### config.mk
export PLATFORM = sky130hd
export DESIGN_NAME = counter_32bit_overflow
export DESIGN_NICKNAME = d
export VERILOG_FILES = /design/src/rtl/counter_32bit_overflow.sv
export SDC_FILE = /design/constraint.sdc
export NUM_CORES = 1
export LEC_CHECK = 0
export BUFFER_PORTS_ARGS = -buffer_cell sky130_fd_sc_hd__buf_4
export CAP_MARGIN = 25
export CORE_UTILIZATION = 25
export DETAILED_ROUTE_END_ITERATION = 10
export SLEW_MARGIN = 5
export SYNTH_ARGS = -nofsm -noshare
export SYNTH_HDL_FRONTEND = slang
export SYNTH_SLANG_ARGS = --single-unit
### constraint.sdc
create_clock -name clk -period 1.5 [get_ports clk]
set_clock_uncertainty 0.05 [all_clocks]
set_input_delay 0.075 -clock clk [delete_from_list [all_inputs] [get_ports clk]]
set_output_delay 0.075 -clock clk [all_outputs]
set_load 0.005 [all_outputs]
### src/rtl/counter_32bit_overflow.sv
// Free-running up-counter with a registered wrap indication.
// Define COUNTER_OV_STICKY_EN to make overflow sticky until reset.
module counter_32bit_overflow #(
    parameter int unsigned           WIDTH       = 32,
    parameter logic [WIDTH-1:0]      STEP        = WIDTH'(1),
    parameter logic [WIDTH-1:0]      RESET_VALUE = '0
) (
    input  logic             clk,
    input  logic             reset,
    output logic [WIDTH-1:0] count,
    output logic             overflow
);

    // One extra bit so the carry-out of the add is the wrap condition.
    logic [WIDTH:0] sum_c;

    assign sum_c = {1'b0, count} + {1'b0, STEP};

    always_ff @(posedge clk or negedge reset) begin
        if (!reset) begin
            count    <= RESET_VALUE;
            overflow <= 1'b0;
        end else begin
            count    <= sum_c[WIDTH-1:0];
`ifdef COUNTER_OV_STICKY_EN
            overflow <= overflow | sum_c[WIDTH];
`else
            overflow <= sum_c[WIDTH];
`endif
        end
    end

endmodule

==> impl_metrics.tcl, run 1 <==
set metrics [dict create \
    outcome "completed" \
    max_slew_margin_pct 71.9 \
    finalNetCount 201 \
    final_common_cell "buf_4" \
    power.total_mw 1.58 \
    p_leak_nw 1.06 \
    hold_class "in2async" \
    post-route-drc-count 0 \
    core-area_mm2 0.00557 \
    rr_startpoint "count[1]$_DFF_PN0_" \
    n_antenna_cell 0 \
    yosysWarnings 0 \
    fp.dieArea_mm2 0.00618 \
    mostFrequentLayoutCells "63 x buf_4, 33 x dfrtp_1, 26 x xnor2_1, 17 x nand3_1, 10 x nand4_1" \
    routedWlPerCell_um 12.7 \
    powerDensity_mw_per_mm2 728 \
    cts_buffers 5 \
    ys_seq_area_share_pct 56.3 \
    path_cells "ha_2 > buf_4 > and3_1 > and4_2 > xor2_1" \
    hold_viol_final 0 \
    place_ws_ns 0.0285 \
    grt_pass1_wl_um 5810 \
    finalWorstSetupSlack_ns 0.0139 \
    synthCells 126 \
    timing_worst_setup_path_type "reg2reg" \
    cts_sinks 33 \
    yosysUniqueCellTypes 20 \
    gp_congestion 0.752 \
    synth_area_mm2 0.00147 \
    fin_crit_ns 1.49 \
    antenna_found_initial 0 \
    firstDrtPassIters 4 \
    drive_above_1_share_pct 41.4 \
    fmax_ghz 0.673 \
    setup_violations 0 \
    antenna_left 0 \
    grt_pass1_vias 1271 \
    design_area_mm2 0.00218 \
    syn_nets 129 \
    slowest_stage "dfrtp_1" \
    grt_start_max_net_pins 34 \
    dp_hpwl_um 2480 \
    grt_use_total_pct 12.3 \
    dpl-instance-area_mm2 0.00203 \
    peakVddDrop_mv 0.386 \
    cts_max_level 2 \
    cpLargestDelayFamily "simple AND/OR/NAND/NOR gates" \
    synth-seq-cells 33 \
    rows 27 \
    via_per_inst 4.47 \
    crit_buf_inv 1 \
    syn_area_per_cell_um2 11.6 \
    timing.final.max_slew_violations 0 \
    port_buffers 34 \
    hold_ws_ns 0.232 \
    routed_wl_um 3430 \
    tightestPinTransition_ns 0.421 \
    ios 35 \
    drtIter0Drc 48 \
    cts_tree "built" \
    syn_to_final_growth_pct 48.4 \
    path_clk_slew_ns 0.07 \
    critPathMaxFanout 4 \
    start_util_pct 26.3 \
    crit_path_start_kind "register" \
    clkLatencyLatePin_ns 0.28 \
    maxCapViolations 0 \
    critical_path_arrival_ns 1.61 \
    clockRootBuffer "clkbuf_8" \
    num-fill-cells 572 \
    crit_start "count[1]$_DFF_PN0_" \
    required_ns 1.62 \
    slowest_delay_ns 0.41 \
    grt_overflow 0 \
    crit_path_end_kind "register" \
    clock_path_buffers 2 \
    min_period_over_period_pct 99.1 \
    rsz0062_at_grt "yes" \
    die_h_um 78.6 \
    dr_total_vias 1206 \
    die_width_um 78.6 \
]
[cell type report]
cell class | count | area, um2 | area share (%)
inverter | 2 | 7.51 | 0.345
tap | 72 | 90.1 | 4.14
multi-input combinational | 90 | 654 | 30.0
clock buffer | 7 | 86.3 | 3.96
timing repair buffer | 66 | 514 | 23.6
sequential | 33 | 826 | 37.9
[worst paths after layout]
kind / endpoint / slack (ns) / cells past startpoint
max: count[10]$_DFF_PN0_ / 0.01 / 5
min: count[2]$_DFF_PN0_ / 0.23 / 2
max reg2reg: count[10]$_DFF_PN0_ / 0.01 / 5
min reg2reg: count[29]$_DFF_PN0_ / 0.44 / 1
max in group asynchronous: count[30]$_DFF_PN0_ / 0.86 / 2
min in group clk: count[29]$_DFF_PN0_ / 0.44 / 1
[per-layer routing]
metal  global-route usage [%]  routed length, um
met3                     3.95                185
met2                     18.7               1520
met5                        0                  0
met4                     6.30                 65
met1                     15.4               1660
[worst reg2reg max path, cell delays in order (launching register included)]
cell and delay, ns:
dfrtp_1 0.41, ha_2 0.20, buf_4 0.13, and3_1 0.20, and4_2 0.25, xor2_1 0.14
[cells in the mapped netlist]
| cell type | number | area [um2] |
|---|---|---|
| xnor2_1 | 26 | 228 |
| nor2_1 | 2 | 7.51 |
| inv_1 | 2 | 7.51 |
| xor2_1 | 4 | 35.0 |
| nand4_1 | 10 | 62.6 |
| dfrtp_1 | 33 | 826 |
| and3_1 | 8 | 50.1 |
| nand4_2 | 1 | 12.5 |
| and4_1 | 3 | 26.3 |
| nor2_2 | 1 | 6.26 |
| buf_4 | 1 | 7.51 |
| ha_1 | 1 | 12.5 |
| nand2_1 | 8 | 30.0 |
| nand3_1 | 17 | 85.1 |
| nor4_2 | 1 | 12.5 |
| nor3_1 | 2 | 10.0 |
| nor3_2 | 1 | 10.0 |
| nor4_1 | 1 | 6.26 |
| or2_1 | 2 | 12.5 |
| and4_2 | 2 | 20.0 |
[per-stage QoR]
| step | std cells | TNS (ns) | utilization [%] |
|---|---|---|---|
| 6_report | 270 | 0 | 39.1 |
| 5_1_grt | 270 | -0.319 | 39.1 |
| 4_1_cts | 267 | 0 | 38.2 |
| 3_5_place_dp | 259 | 0 | 36.4 |
| 3_3_place_gp | 259 | 0 | 36.4 |
| 2_1_floorplan | 126 | 0 | - |
[registers in the layout, summed over array words and instances, names as in the netlist]
signal	flops
count	32
overflow	1
[cells by family after synthesis]
logic type | share of synthesized area, %
and+or+nand+nor | 24.0
DFF | 56.3
xor gates and xnor gates | 17.9
buffers and inverters | 1.02
adders and majority gates | 0.852
[repair_timing]
item	CTS	global route
hold endpoints to repair	33	0
resized for setup	0	6
hold buffers	1	0
setup endpoints to repair	0	11
setup buffers	0	3
[power breakdown]
group	internal [mW]	switching, mW
Sequential	0.890	0
Clock	0.364	0.310
Combinational	0.00346	0.0171
(Power assumes the default switching activity.)
==> inputs of run 2 (changes only) <==
--- a/config.mk
+++ b/config.mk
@@ -5,10 +5,10 @@
 export SDC_FILE = /design/constraint.sdc
 export NUM_CORES = 1
 export LEC_CHECK = 0
-export BUFFER_PORTS_ARGS = -buffer_cell sky130_fd_sc_hd__buf_4
 export CAP_MARGIN = 25
 export CORE_UTILIZATION = 25
 export DETAILED_ROUTE_END_ITERATION = 10
+export DONT_BUFFER_PORTS = 1
 export SLEW_MARGIN = 5
 export SYNTH_ARGS = -nofsm -noshare
 export SYNTH_HDL_FRONTEND = slang
==> impl_metrics.tcl, run 2 (synthesis gave the netlist of run 1 again) <==
set metrics [dict create \
    clock_path_buffers 2 \
    power.net_switching_uw 336 \
    grt_pass1_wl_um 5720 \
    peakVddDrop_mv 0.376 \
    critPathMaxFanout 3 \
    hold_viol_final 0 \
    post-route-drc-count 0 \
    clockRootBuffer "clkbuf_8" \
    critical_path_arrival_ns 1.61 \
    grt_pass1_vias 1171 \
    crit_path_start_kind "register" \
    p_comb_share_pct 1.5 \
    dr_total_vias 1096 \
    path_clk_slew_ns 0.07 \
    crit_buf_inv 0 \
    top_layer "met4" \
    start_util_pct 26.3 \
    cpLargestDelayFamily "simple AND/OR/NAND/NOR gates" \
    fmax_ghz 0.683 \
    place_inst 230 \
    firstDrtPassIters 3 \
    outcome "completed" \
    grt_use_total_pct 12.2 \
    antenna_found_initial 0 \
    drive_above_1_share_pct 32.9 \
    rsz0062_at_grt "yes" \
    routedWlPerCell_um 14.2 \
    powerDensity_mw_per_mm2 835 \
    rows 27 \
    hold_class "in2async" \
    max_slew_margin_pct 74.8 \
    p_leak_nw 0.915 \
    maxCapViolations 0 \
    syn_to_final_growth_pct 34.4 \
    die_h_um 78.6 \
    ff2ff_path_depth 4 \
    drtIter0Drc 53 \
    p_seq_share_pct 54.0 \
    clkLatencyLatePin_ns 0.28 \
    timing.final.max_slew_violations 0 \
    cts_tree "built" \
    antenna_left 0 \
    via_per_inst 4.53 \
    fin_crit_ns 1.46 \
    port_buffers 0 \
    final_core_util_pct 35.4 \
    final_common_cell "buf_4" \
    setup_violations 0 \
    worstReg2RegEnd "count[19]$_DFF_PN0_" \
    required_ns 1.65 \
    n_antenna_cell 0 \
    wl_met2_um 1520 \
    cts_sinks 33 \
    finalNetCount 172 \
    swShare_pct 20.4 \
    gp_congestion 0.765 \
    rr_startpoint "count[5]$_DFF_PN0_" \
    ios 35 \
    slowest_stage "dfrtp_1" \
    clockPowerShare_pct 44.4 \
    routed_wl_um 3440 \
    die_width_um 78.6 \
    cts_max_level 2 \
    cts_buffers 5 \
    wl_met3_um 295 \
    core-area_mm2 0.00557 \
    p_int_mw 1.31 \
    path_cells "nand4_1 > or2_1 > nor3_1 > xor2_1" \
    slowest_delay_ns 0.38 \
    fp.dieArea_mm2 0.00618 \
    met1Wirelength_um 1570 \
    min_period_over_period_pct 97.6 \
    reg.largest.list "count (32), overflow (1)" \
    grt_overflow 0 \
    largest_register_ff_count 32 \
    regMostFlops "count" \
    crit_start "count[5]$_DFF_PN0_" \
    fin_cells 242 \
    mostFrequentLayoutCells "33 x buf_4, 31 x dfrtp_1, 26 x xnor2_1, 16 x nand3_1, 10 x nand4_1" \
    timing_worst_setup_path_type "reg2reg" \
    dp_hpwl_um 2550 \
    tightestPinTransition_ns 0.377 \
    r2r_setup_slack_ns 0.04 \
    crit_path_end_kind "register" \
    grt_start_max_net_pins 34 \
]
-- run 2: cell count changes in the layout (fill, tap and decap cells not counted), sizes merged --
cell and delta:
buf -29, clkinv +1
-- run 2: worst reg2reg max path, delay by kind of cell, from the launching register on --
| kind | cells | cell delay, ns |
|---|---|---|
| AND/OR/NAND/NOR | 3 | 0.77 |
| flip-flops | 1 | 0.38 |
| XOR/XNOR | 1 | 0.18 |
-- run 2: layout make-up --
cell class	count	area (um2)
inverter	2	7.51
multi-input combinational	90	652
tap	72	90.1
timing repair buffer	37	294
sequential	33	828
fill	580	3600
clock buffer	7	96.3
clock inverter	1	5.00
-- run 2: repair_timing --
action                                  CTS  global route
endpoints found under the setup margin    0             6
buffers inserted                          0             1
hold buffers                              2             0
hold endpoints to repair                 33             0
resized for setup                         0             8
-- run 2: worst max path at each step --
stage                          endpoint  slack (ns)  depth (start not counted)
CTS                 count[28]$_DFF_PN0_        0.04                          6
global route        count[19]$_DFF_PN0_       -0.07                          4
detailed placement  count[28]$_DFF_PN0_        0.06                          6
floorplan           count[10]$_DFF_PN0_        0.02                          5
global placement    count[28]$_DFF_PN0_        0.06                          6
finish              count[19]$_DFF_PN0_        0.04                          4
-- run 2: power groups by stage --
stage	clock network [mW]	registers, mW	logic [mW]
2_1_floorplan	0	0.907	0.000000205
3_3_place_gp	0	0.907	0.000000375
3_5_place_dp	0	0.907	0.000000375
4_1_cts	0.768	0.889	0.0272
5_1_grt	0.795	0.889	0.0297
6_report	0.732	0.890	0.0253
-- run 2: per-stage QoR --
step	setup WS, ns	TNS [ns]	hold slack (ns)	cell area [um2]	power (mW)
5_1_grt	-0.0656	-0.214	0.228	1970	1.71
6_report	0.0360	0	0.197	1970	1.65
3_5_place_dp	0.0553	0	-0.270	1800	0.907
2_1_floorplan	0.0170	0	-0.271	1470	0.907
4_1_cts	0.0438	0	0.200	1930	1.68
3_3_place_gp	0.0648	0	-0.270	1800	0.907
-- run 2: metal layers --
metal / GRT usage [%] / up-vias
met5: 0 / -
met4: 5.00 / 0
met3: 5.35 / 7
met2: 17.6 / 36
met1: 15.8 / 519
li1: - / 534
==> inputs of run 3 (changes only) <==
--- a/config.mk
+++ b/config.mk
@@ -6,9 +6,10 @@
 export NUM_CORES = 1
 export LEC_CHECK = 0
 export CAP_MARGIN = 25
-export CORE_UTILIZATION = 25
+export CORE_UTILIZATION = 30
 export DETAILED_ROUTE_END_ITERATION = 10
 export DONT_BUFFER_PORTS = 1
+export HOLD_SLACK_MARGIN = 0.05
 export SLEW_MARGIN = 5
 export SYNTH_ARGS = -nofsm -noshare
 export SYNTH_HDL_FRONTEND = slang
==> impl_metrics.tcl, run 3 (synthesis gave the netlist of run 1 again) <==
set metrics [dict create \
    final_core_util_pct 43.0 \
    grt_pass1_wl_um 5060 \
    outcome "completed" \
    regMostFlops "count" \
    rr_startpoint "count[0]$_DFF_PN0_" \
    dp_hpwl_um 2440 \
    slowest_stage "dfrtp_1" \
    path_clk_slew_ns 0.07 \
    gp_congestion 0.754 \
    maxCapViolations 0 \
    finalNetCount 172 \
    grt_start_max_net_pins 34 \
    cts_max_level 2 \
    hold_ws_ns 0.181 \
    mostFrequentLayoutCells "34 x buf_4, 31 x dfrtp_1, 26 x xnor2_1, 16 x nand3_1, 10 x nand4_1" \
    post-route-drc-count 0 \
    grt_overflow 0 \
    via_per_inst 4.76 \
    die_h_um 71.9 \
    cpLargestDelayFamily "simple AND/OR/NAND/NOR gates" \
    start_util_pct 31.1 \
    die_width_um 71.9 \
    routedWlPerCell_um 14.5 \
    drtIter0Drc 37 \
    num-fill-cells 438 \
    slowest_delay_ns 0.43 \
    cts_sinks 33 \
    p_leak_nw 0.933 \
    tightestPinTransition_ns 0.248 \
    required_ns 1.67 \
    grt_pass1_vias 1081 \
    critical_path_arrival_ns 1.62 \
    reg.largest.list "count (32), overflow (1)" \
    core-area_mm2 0.00472 \
    critPathMaxFanout 3 \
    crit_path_end_kind "register" \
    firstDrtPassIters 6 \
    clockRootBuffer "clkbuf_8" \
    peakVddDrop_mv 0.459 \
    routed_wl_um 3430 \
    crit_start "count[0]$_DFF_PN0_" \
    clock_path_buffers 2 \
    max_slew_margin_pct 83.5 \
    path_cells "buf_6 > nand3_4 > or2_4 > nor4_4 > xor2_1" \
    clkLatencyLatePin_ns 0.29 \
    hold_class "in2async" \
    final_common_cell "buf_4" \
    finalWorstSetupSlack_ns 0.0516 \
    n_antenna_cell 0 \
    powerDensity_mw_per_mm2 935 \
    hold_viol_final 0 \
    fin_crit_ns 1.45 \
    place_ws_ns 0.0298 \
    dr_total_vias 1128 \
    fp.dieArea_mm2 0.00518 \
    rsz0062_at_grt "yes" \
    timing_worst_setup_path_type "reg2reg" \
    ios 35 \
    min_period_over_period_pct 96.6 \
    setup_violations 0 \
    crit_path_start_kind "register" \
    grt_use_total_pct 13.4 \
    antenna_left 0 \
    crit_buf_inv 1 \
    antenna_found_initial 0 \
    cts_tree "built" \
    fmax_ghz 0.690 \
    drive_above_1_share_pct 35.3 \
    rows 25 \
    port_buffers 0 \
    timing.final.max_slew_violations 0 \
    syn_to_final_growth_pct 38.4 \
    largest_register_ff_count 32 \
    cts_buffers 5 \
]
-- run 3: changes by cell type in the layout (fill, tap and decap cells not counted), moves of 2 or more --
cell,change
bufinv_16,+2
clkbuf_8,-2
nor3_2,+2
or2_4,+2
nor4_2,-2
or2_1,-2
-- run 3: where the power goes --
part,leakage (nW),internal [mW],switching (mW)
combinational,0.422,0.00711,0.0177
clock,0.0681,0.660,0.325
sequential,0.443,0.890,0
total,0.933,1.56,0.343
-- run 3: final timing paths --
check                                            to  slack, ns  cells after the start
worst max-delay path            count[21]$_DFF_PN0_       0.05                      5
worst min-delay path            count[20]$_DFF_PN0_       0.18                      2
worst max register to register  count[21]$_DFF_PN0_       0.05                      5
worst min register to register  count[29]$_DFF_PN0_       0.47                      1
max in group asynchronous        count[1]$_DFF_PN0_       1.02                      2
min in group clk                count[29]$_DFF_PN0_       0.47                      1
-- run 3: layout make-up --
cell class | count | area (um2) | share of cell area, %
clock buffers | 5 | 68.8 | 3.39
clock inverters | 3 | 65.1 | 3.20
inverters | 2 | 7.51 | 0.370
multi-input cells | 90 | 681 | 33.5
flip-flops and latches | 33 | 828 | 40.8
well taps | 67 | 83.8 | 4.13
repair buffers | 37 | 297 | 14.6
-- run 3: worst register-to-register path, delay by kind of cell (launching register included) --
kind | cells | cell delay [ns]
AND/OR/NAND/NOR | 3 | 0.59
flip-flops | 1 | 0.43
XOR/XNOR | 1 | 0.16
buffers and inverters | 1 | 0.14
-- run 3: stage by stage --
stage                     instances  area [um2]  total power, mW  TNS, ns
after floorplan                 126        1470            0.907        0
after global placement          223        1780            0.907        0
after detailed placement        223        1780            0.907        0
after CTS                       233        1940             1.92        0
after global routing            237        2030             1.96  -0.0555
final                           237        2030             1.90        0
-- run 3: timing repair --
| action | in CTS | in global routing |
|---|---|---|
| buffers inserted | 0 | 4 |
| hold buffers | 2 | 0 |
| endpoints found under the setup margin | 0 | 8 |
| hold endpoints to repair | 33 | 0 |
| gates resized for setup | 0 | 13 |
-- run 3: layer usage --
layer / share of wire, % / global-route usage [%]
met1: 42 / 15.8
met2: 50 / 20.3
met3: 6.8 / 6.67
met4: 1.4 / 6.75
met5: 0 / 0
